$ cat src/rtl/frame_buffer_arbiter.sv
`default_nettype none
// ============================================================================
// frame_buffer_arbiter : single-port frame-buffer RAM shared between a
//                        fixed-latency VGA reader and a FIFO-buffered writer
// Revision: 1.0
// ============================================================================
module frame_buffer_arbiter #(
  parameter int ADDR_W     = 19,
  parameter int DATA_W     = 12,
  parameter int FIFO_DEPTH = 16
) (
  input  logic                          clk25,
  input  logic                          reset,
  input  logic                          rd_req,
  input  logic [ADDR_W-1:0]             rd_addr,
  output logic [DATA_W-1:0]             rd_data,
  output logic                          rd_valid,
  input  logic                          wr_valid,
  input  logic [ADDR_W-1:0]             wr_addr,
  input  logic [DATA_W-1:0]             wr_data,
  output logic                          wr_ready,
  input  logic                          flush,
  input  logic                          clear_status,
  output logic [ADDR_W-1:0]             mem_addr,
  output logic                          mem_we,
  output logic [DATA_W-1:0]             mem_wdata,
  input  logic [DATA_W-1:0]             mem_rdata,
  output logic [$clog2(FIFO_DEPTH):0]   fifo_level,
  output logic                          wr_stall
);

  localparam int             PTR_W   = $clog2(FIFO_DEPTH);
  localparam logic [PTR_W:0] PTR_ONE = {{PTR_W{1'b0}}, 1'b1};

  typedef enum logic [1:0] {
    SLOT_IDLE  = 2'd0,
    SLOT_READ  = 2'd1,
    SLOT_WRITE = 2'd2
  } slot_t;

  logic [ADDR_W-1:0] fifo_addr [FIFO_DEPTH];
  logic [DATA_W-1:0] fifo_data [FIFO_DEPTH];
  logic [PTR_W:0]    wr_ptr;
  logic [PTR_W:0]    rd_ptr;
  logic              full;
  logic              empty;
  logic              push;
  logic              pop;
  logic [1:0]        rd_pipe;
  slot_t             slot;
  logic [ADDR_W-1:0] head_addr;
  logic [DATA_W-1:0] head_data;

  // Extra pointer bit distinguishes full from empty when the indices match.
  assign empty      = (wr_ptr == rd_ptr);
  assign full       = (wr_ptr[PTR_W] != rd_ptr[PTR_W]) &&
                      (wr_ptr[PTR_W-1:0] == rd_ptr[PTR_W-1:0]);
  assign fifo_level = wr_ptr - rd_ptr;
  assign wr_ready   = !full;
  assign push       = wr_valid && !full && !flush;
  assign pop        = (slot == SLOT_WRITE);
  assign head_addr  = fifo_addr[rd_ptr[PTR_W-1:0]];
  assign head_data  = fifo_data[rd_ptr[PTR_W-1:0]];

  always_comb begin
    slot = SLOT_IDLE;
    if (rd_req) begin
      slot = SLOT_READ;
    end else if (!empty) begin
      slot = SLOT_WRITE;
    end
  end

  always_ff @(posedge clk25) begin
    if (push) begin
      fifo_addr[wr_ptr[PTR_W-1:0]] <= wr_addr;
      fifo_data[wr_ptr[PTR_W-1:0]] <= wr_data;
    end
  end

  // Flush discards everything queued; a pop decided this cycle has already
  // captured the head into the RAM registers below.
  always_ff @(posedge clk25 or posedge reset) begin
    if (reset) begin
      wr_ptr <= '0;
      rd_ptr <= '0;
    end else begin
      if (push) begin
        wr_ptr <= wr_ptr + PTR_ONE;
      end
      if (flush) begin
        rd_ptr <= wr_ptr;
      end else if (pop) begin
        rd_ptr <= rd_ptr + PTR_ONE;
      end
    end
  end

  always_ff @(posedge clk25 or posedge reset) begin
    if (reset) begin
      mem_addr  <= '0;
      mem_we    <= 1'b0;
      mem_wdata <= '0;
    end else begin
      unique case (slot)
        SLOT_READ: begin
          mem_addr <= rd_addr;
          mem_we   <= 1'b0;
        end
        SLOT_WRITE: begin
          mem_addr  <= head_addr;
          mem_wdata <= head_data;
          mem_we    <= 1'b1;
        end
        default: begin
          mem_we <= 1'b0;
        end
      endcase
    end
  end

  // Stage 0: address at RAM, stage 1: RAM data on mem_rdata, then capture.
  always_ff @(posedge clk25 or posedge reset) begin
    if (reset) begin
      rd_pipe  <= 2'b00;
      rd_valid <= 1'b0;
      rd_data  <= '0;
    end else begin
      rd_pipe  <= {rd_pipe[0], rd_req};
      rd_valid <= rd_pipe[1];
      if (rd_pipe[1]) begin
        rd_data <= mem_rdata;
      end
    end
  end

  always_ff @(posedge clk25 or posedge reset) begin
    if (reset) begin
      wr_stall <= 1'b0;
    end else if (wr_valid && full) begin
      wr_stall <= 1'b1;
    end else if (clear_status) begin
      wr_stall <= 1'b0;
    end
  end

`ifndef SYNTHESIS
  a_level_bound: assert property (@(posedge clk25) disable iff (reset)
    32'(fifo_level) <= FIFO_DEPTH);
`endif

endmodule
`default_nettype wire

$ cat config.mk
export PLATFORM = sky130hd
export DESIGN_NAME = frame_buffer_arbiter
export DESIGN_NICKNAME = d
export VERILOG_FILES = /design/src/rtl/frame_buffer_arbiter.sv
export SDC_FILE = /design/constraint.sdc
export NUM_CORES = 1
export LEC_CHECK = 0
export BUFFER_PORTS_ARGS = -buffer_cell sky130_fd_sc_hd__buf_2
export CAP_MARGIN = 10
export CORE_ASPECT_RATIO = 1.1
export CORE_MARGIN = 2
export CORE_UTILIZATION = 50
export CTS_CLUSTER_DIAMETER = 50
export DETAILED_ROUTE_END_ITERATION = 8
export GPL_ROUTABILITY_DRIVEN = 0
export GPL_TIMING_DRIVEN = 0
export PLACE_DENSITY = 0.68
export REMOVE_ABC_BUFFERS = 1
export SLEW_MARGIN = 20
export SYNTH_ARGS = -nofsm -noshare
export SYNTH_HDL_FRONTEND = slang
export SYNTH_SLANG_ARGS = --single-unit
export TNS_END_PERCENT = 100
$ cat constraint.sdc
create_clock -name clk25 -period 12.8 [get_ports clk25]
set_input_delay 2.56 -clock clk25 [delete_from_list [all_inputs] [get_ports clk25]]
set_output_delay 2.56 -clock clk25 [all_outputs]
set_load 0.03 [all_outputs]
-- Word level (Yosys, flattened, before mapping)
Memories as Yosys holds them, arrays and structs flattened. A register that Yosys moved wholly into a read port is not among the register bits.
Cells that the tools add are included.
- bits in registers: 46
- memory bits (writable): 496
- input bits: 68
- output and inout bits: 52
- word-level logic and storage cells: 37
- memories: 2
- add/sub/neg operators: 3
- equality and inequality tests: 5
- multiplexer cells: 10
- reductions and logical operators: 9
- memories (memory ; depth ; width ; read ports ; clocked after Yosys merged registers in ; wr ports ; line ; text):
    fifo_addr ; 16 ; 19 ; 1 ; 0 ; 1 ; 41 ; logic [ADDR_W-1:0] fifo_addr [FIFO_DEPTH];
    fifo_data ; 16 ; 12 ; 1 ; 1 ; 1 ; 42 ; logic [DATA_W-1:0] fifo_data [FIFO_DEPTH];
- operators by type and width (cell ; number):
    19-bit one-hot mux with 2 select lines ; 1
    5-bit by 1-bit adder with 5-bit output, second input constant ; 2
    5-bit 2-to-1 mux ; 2
    2-bit nonzero test ; 3
    5-bit == test ; 1
    1-bit 2-to-1 mux ; 5
    5-bit subtractor ; 1
    4-bit == test ; 1
    1-bit logical AND ; 4
    2-bit 2-to-1 mux ; 2
    2-bit by 1-bit == test with 1-bit output, second input constant ; 1
    2-bit == test, second input constant ; 1
    1-bit logical NOT ; 2
    1-bit != test ; 1

-- Longest topological paths before layout
- word-level depth: 7
- depth in mapped cells: 11
- depth with buffers taken out: 7

-- Worst setup path after synthesis
Ideal clock, no wire load.
- path kind: input to register
- from: input flush
- to: memory fifo_addr[2][0] (enable)
- library setup time: 497 ps
- arrival time: 6014 ps
- required time: 12303 ps
- setup slack: 6289 ps
- cell stages on the path: 4
- buffers on the path: 1
- cells stage by stage: buf_1 nor2b_1 o21ai_1 nor4_1
- word-level cells in the longest chain between the ends: 4
- RTL lines (item ; line ; text):
    from (decl) ; 22 ; input logic flush,
    1-bit logical NOT ; 60 ; assign push = wr_valid && !full && !flush;
    1-bit logical AND ; 60 ;
    1-bit 2-to-1 mux ; 75 ; if (push) begin
    1-bit 2-to-1 mux (implied by the code) ; 76 ; fifo_addr[wr_ptr[PTR_W-1:0]] <= wr_addr;
    to (decl) ; 41 ;
No other way between the ends.

-- Worst setup path after layout
- from: register rd_ptr[1]
- to: output fifo_level[4]
- word-level cells in the longest chain between the ends: 1
- RTL lines (item ; line ; text):
    from (decl) ; 44 ; logic [PTR_W:0] rd_ptr;
    from (signal assigned) ; 92 ; rd_ptr <= wr_ptr;
    from (signal assigned) ; 94 ; rd_ptr <= rd_ptr + PTR_ONE;
    5-bit subtractor ; 58 ; assign fifo_level = wr_ptr - rd_ptr;
    to (decl) ; 28 ; output logic [$clog2(FIFO_DEPTH):0] fifo_level,
No other way between the ends.

==> parameters.txt <==
Parameter                              Value

Outcome
  Status ... completed

Clock network
  Clock latency of the later-clocked register in the worst-skew pair ... around 0.6 ns
  Clock slew at the register clock pins of the worst setup and hold paths ... approximately 0.06 ns
  CTS sink cnt ... ~550
  Total CTS buffers ... 56
  Number of buffers between clock root and the deepest sink ... 3
  Post-cts gate resize count ... 0
  Post-CTS Hold Buffers ... 0
  Clock tree root buffer cell ... sky130_fd_sc_hd__clkbuf_16
  Buffers inserted during post-CTS setup optimization ... 0
  CTS tree ... yes
  H-Tree Depth ... 2

GRT
  Number of antenna violations at the first check in global routing ... 1
  Final global-route overflow total ... 0
  Global-route wire length before repair ... 69700 um
  GRT Total Usage ... a little over a fifth
  Number of global-route vias before repair ... ~11000
  Largest net degree at the start of global routing ... 46

Pwr
  Power per cell area ... approximately 220 mW/mm^2
  Post-layout power ... between 0.005 and 0.006 W
  Worst ir drop on vdd ... roughly 140 uV
  Static leakage ... between 8 and 9 nW

Worst setup path
  Crit Path Class ... flip-flop to output port
  Critical path fanouts, max ... 19
  Critical path cell sequence ... clkinv_1 -> fa_1 -> a21o_1 -> a21oi_1 -> xnor2_1 -> buf_2
  Library cell contributing the largest single delay on the critical path ... sky130_fd_sc_hd__clkinv_1
  Data arrival, critical path ... 3.78 ns
  Critical path's largest stage delay ... around 0.9 ns
  Data required time of the critical path ... about 10 ns
  Type of element capturing the critical path ... output port
  Worst setup SP type ... flip-flop

Synthesis
  Mapped Cells ... 1055
  Sequential-to-total area share from yosys stat ... between 70% and 80%
  Dominant register cell in the synthesized netlist ... sky130_fd_sc_hd__edfxtp_1
  Average cell area after synthesis ... roughly 20 um^2
  Warnings, synthesis ... 0
  Number of distinct library cells after synthesis ... 49
  Flop and latch count out of synthesis ... approximately 550
  Count of flip-flops with a built-in enable after synthesis ... 496
  Share of flip-flops with an asynchronous set or reset ... 10.5%
  Cell area after synthesis ... 0.0215 mm^2

Place
  IO Port Bufs ... 119
  Dpl hpwl ... 27800 um
  Worst setup slack after placement ... a little over 7 ns

Timing
  Final Critical Period ... roughly 6.3 ns
  Worst path setup slack after routing ... about 6.5 ns
  Pins over their slew limit ... 0
  Tcrit/Tclk final ... 49.5%
  Final setup violating endpoints ... 0
  Unrepaired setup endpoints after global routing ... false
  Count of endpoints failing hold in the final timing report ... 0
  Total Neg Setup Slack ... 0 ns
  Least-Margin Pin Slew ... around 0.99 ns
  F_max ... about 160 MHz
  Max-Slew Margin vs Limit ... between 30% and 40%
  Post-Route Hold Slack ... 0.356 ns
  Clock tree skew after final layout ... about 0.017 ns

Floorplan
  Die Height ... approximately 220 um
  IO Count ... 120
  X dimension of the die ... 202 um
  # rows ... just under 80
  Die outline area ... ~0.045 mm^2
  Effective utilization at floorplan ... 50.7%
  Total core area ... 0.0424 mm^2

Cells and area
  Final layout net count ... roughly 1300
  FILL cells ... roughly 3000
  Layout-stage area growth over the synthesis result ... 16.4%
  Proportion of layout cells with a drive suffix above 1 ... between 30% and 40%

Detailed routing
  Routed wire length ... 46700 um
  Number of detailed-routing iterations run before antenna repair ... 5
  Number of nets with antenna violations after detailed routing ... 0
  Number of vias after detailed routing ... around 11000
  Drt first-iter violations ... 907
  Via/cell ratio ... slightly below 6
  Routed WL per cell ... between 20 and 30 um
  DRC ... 0

Job
  Number of violations of the max-capacitance limit ... 0

Min path
  Type of the most critical hold path ... flip-flop to flip-flop
[worst max-delay path, delay by kind of cell (launching register included)]
family                   cells  cell delay [ns]
AO/OA/AOI/OAI                2             0.38
buffers and inverters        2             1.12
flip-flops                   1             0.72
XOR/XNOR                     1             0.17
adder cells (fa/ha/maj)      1             0.80
[Yosys cell counts (3+ instances only)]
master	instances	area share [%]
sky130_fd_sc_hd__buf_8	7	0.49
sky130_fd_sc_hd__o221ai_1	12	0.49
sky130_fd_sc_hd__a21oi_1	8	0.19
sky130_fd_sc_hd__dfrtp_1	58	6.7
sky130_fd_sc_hd__o21ai_0	13	0.30
sky130_fd_sc_hd__o31ai_1	13	0.45
sky130_fd_sc_hd__nor2b_1	3	0.087
sky130_fd_sc_hd__a22o_1	13	0.53
sky130_fd_sc_hd__buf_2	13	0.30
sky130_fd_sc_hd__o2bb2ai_1	4	0.16
sky130_fd_sc_hd__edfxtp_1	496	69
sky130_fd_sc_hd__mux2i_1	89	4.1
sky130_fd_sc_hd__ha_1	9	0.52
sky130_fd_sc_hd__o22ai_1	26	0.76
sky130_fd_sc_hd__and2_1	9	0.26
sky130_fd_sc_hd__buf_6	8	0.42
sky130_fd_sc_hd__clkbuf_1	20	0.35
sky130_fd_sc_hd__nor2_1	20	0.35
sky130_fd_sc_hd__a221oi_1	12	0.49
sky130_fd_sc_hd__nand3_1	3	0.070
sky130_fd_sc_hd__mux2_2	13	0.68
sky130_fd_sc_hd__nand2_1	34	0.59
sky130_fd_sc_hd__nand4_1	3	0.087
sky130_fd_sc_hd__nor4_1	15	0.44
sky130_fd_sc_hd__inv_1	14	0.24
sky130_fd_sc_hd__mux4_2	92	9.6
sky130_fd_sc_hd__buf_4	6	0.21
sky130_fd_sc_hd__xnor2_1	11	0.45
[stage by stage]
stage	util (%)	std cells	area, um^2
floorplan	-	999	21100
global placement	52.9	1685	22400
detailed placement	54.6	1734	23200
CTS	59.0	1838	25000
global route	59.0	1838	25000
finish	59.0	1839	25000
[final timing paths]
kind / start / end / slack, ns / cells past startpoint
hold reg to reg: rd_pipe[0] / rd_pipe[1] / 0.36 / 0
hold / removal: rd_pipe[0] / rd_pipe[1] / 0.36 / 0
min in group asynchronous: reset / mem_addr[8] / 1.96 / 2
setup reg to reg: rd_ptr[1] / fifo_data[1][10] / 8.04 / 9
max in group asynchronous: reset / rd_ptr[2] / 10.25 / 3
setup / recovery: rd_ptr[1] / fifo_level[4] / 6.46 / 6
[sequential cells by signal, summed over array words and instances (netlist names)]
signal     count
fifo_addr    304
fifo_data    192
mem_addr      19
mem_wdata     12
rd_data       12
rd_ptr         5
wr_ptr         5
rd_pipe        2
mem_we         1
rd_valid       1
wr_stall       1
[routing by layer]
layer / vias up / GRT usage [%] / routed length, um
met5: - / 0 / 11
met4: 2 / 6.17 / 1180
met3: 78 / 3.76 / 2520
met2: 338 / 35.7 / 23700
met1: 5598 / 28.5 / 19300
li1: 4667 / - / -
[area by class of cell]
| class | count | area [um^2] | area share (%) |
|---|---|---|---|
| Clock inverter | 37 | 379 | 1.52 |
| Sequential cell | 554 | 16400 | 65.4 |
| Antenna cell | 1 | 2.50 | 0.0100 |
| Multi-Input combinational cell | 428 | 4780 | 19.1 |
| Tap cell | 567 | 709 | 2.83 |
| Inverter | 17 | 68.8 | 0.275 |
| Timing Repair Buffer | 168 | 1250 | 5.00 |
| Clock buffer | 67 | 1470 | 5.89 |
[where the power goes]
part / internal [W] / leakage (nW) / switching (W)
Sequential: 0.00213 / 5.16 / 0.000132
Combinational: 0.000657 / 2.57 / 0.000889
Clock: 0.000964 / 0.907 / 0.000670
Total: 0.00375 / 8.63 / 0.00169
[cells in the final DEF (no fill, tap or decap), drive strengths merged, types with 3 or more instances in the layout]
cell type / n
edfxtp: 496
buf: 168
mux4: 92
mux2i: 89
clkbuf: 67
dfrtp: 58
nand2: 36
clkinv: 27
o22ai: 26
nor2: 22
inv: 18
nor4: 17
o21ai: 16
mux2: 13
a22o: 13
o31ai: 13
a221oi: 12
o221ai: 12
xnor2: 11
ha: 9
and2: 9
a21oi: 8
bufinv: 7
o2bb2ai: 4
nand4: 3
nand3: 3
nor2b: 3
[cell families after synthesis]
family	share of synthesized area, %
compound gates	3.77
xor+xnor	0.617
fa+ha+maj	0.617
buf+inv	2.11
flops	76.0
mux	14.5
simple gates	2.42
(Power assumes the default switching activity.)
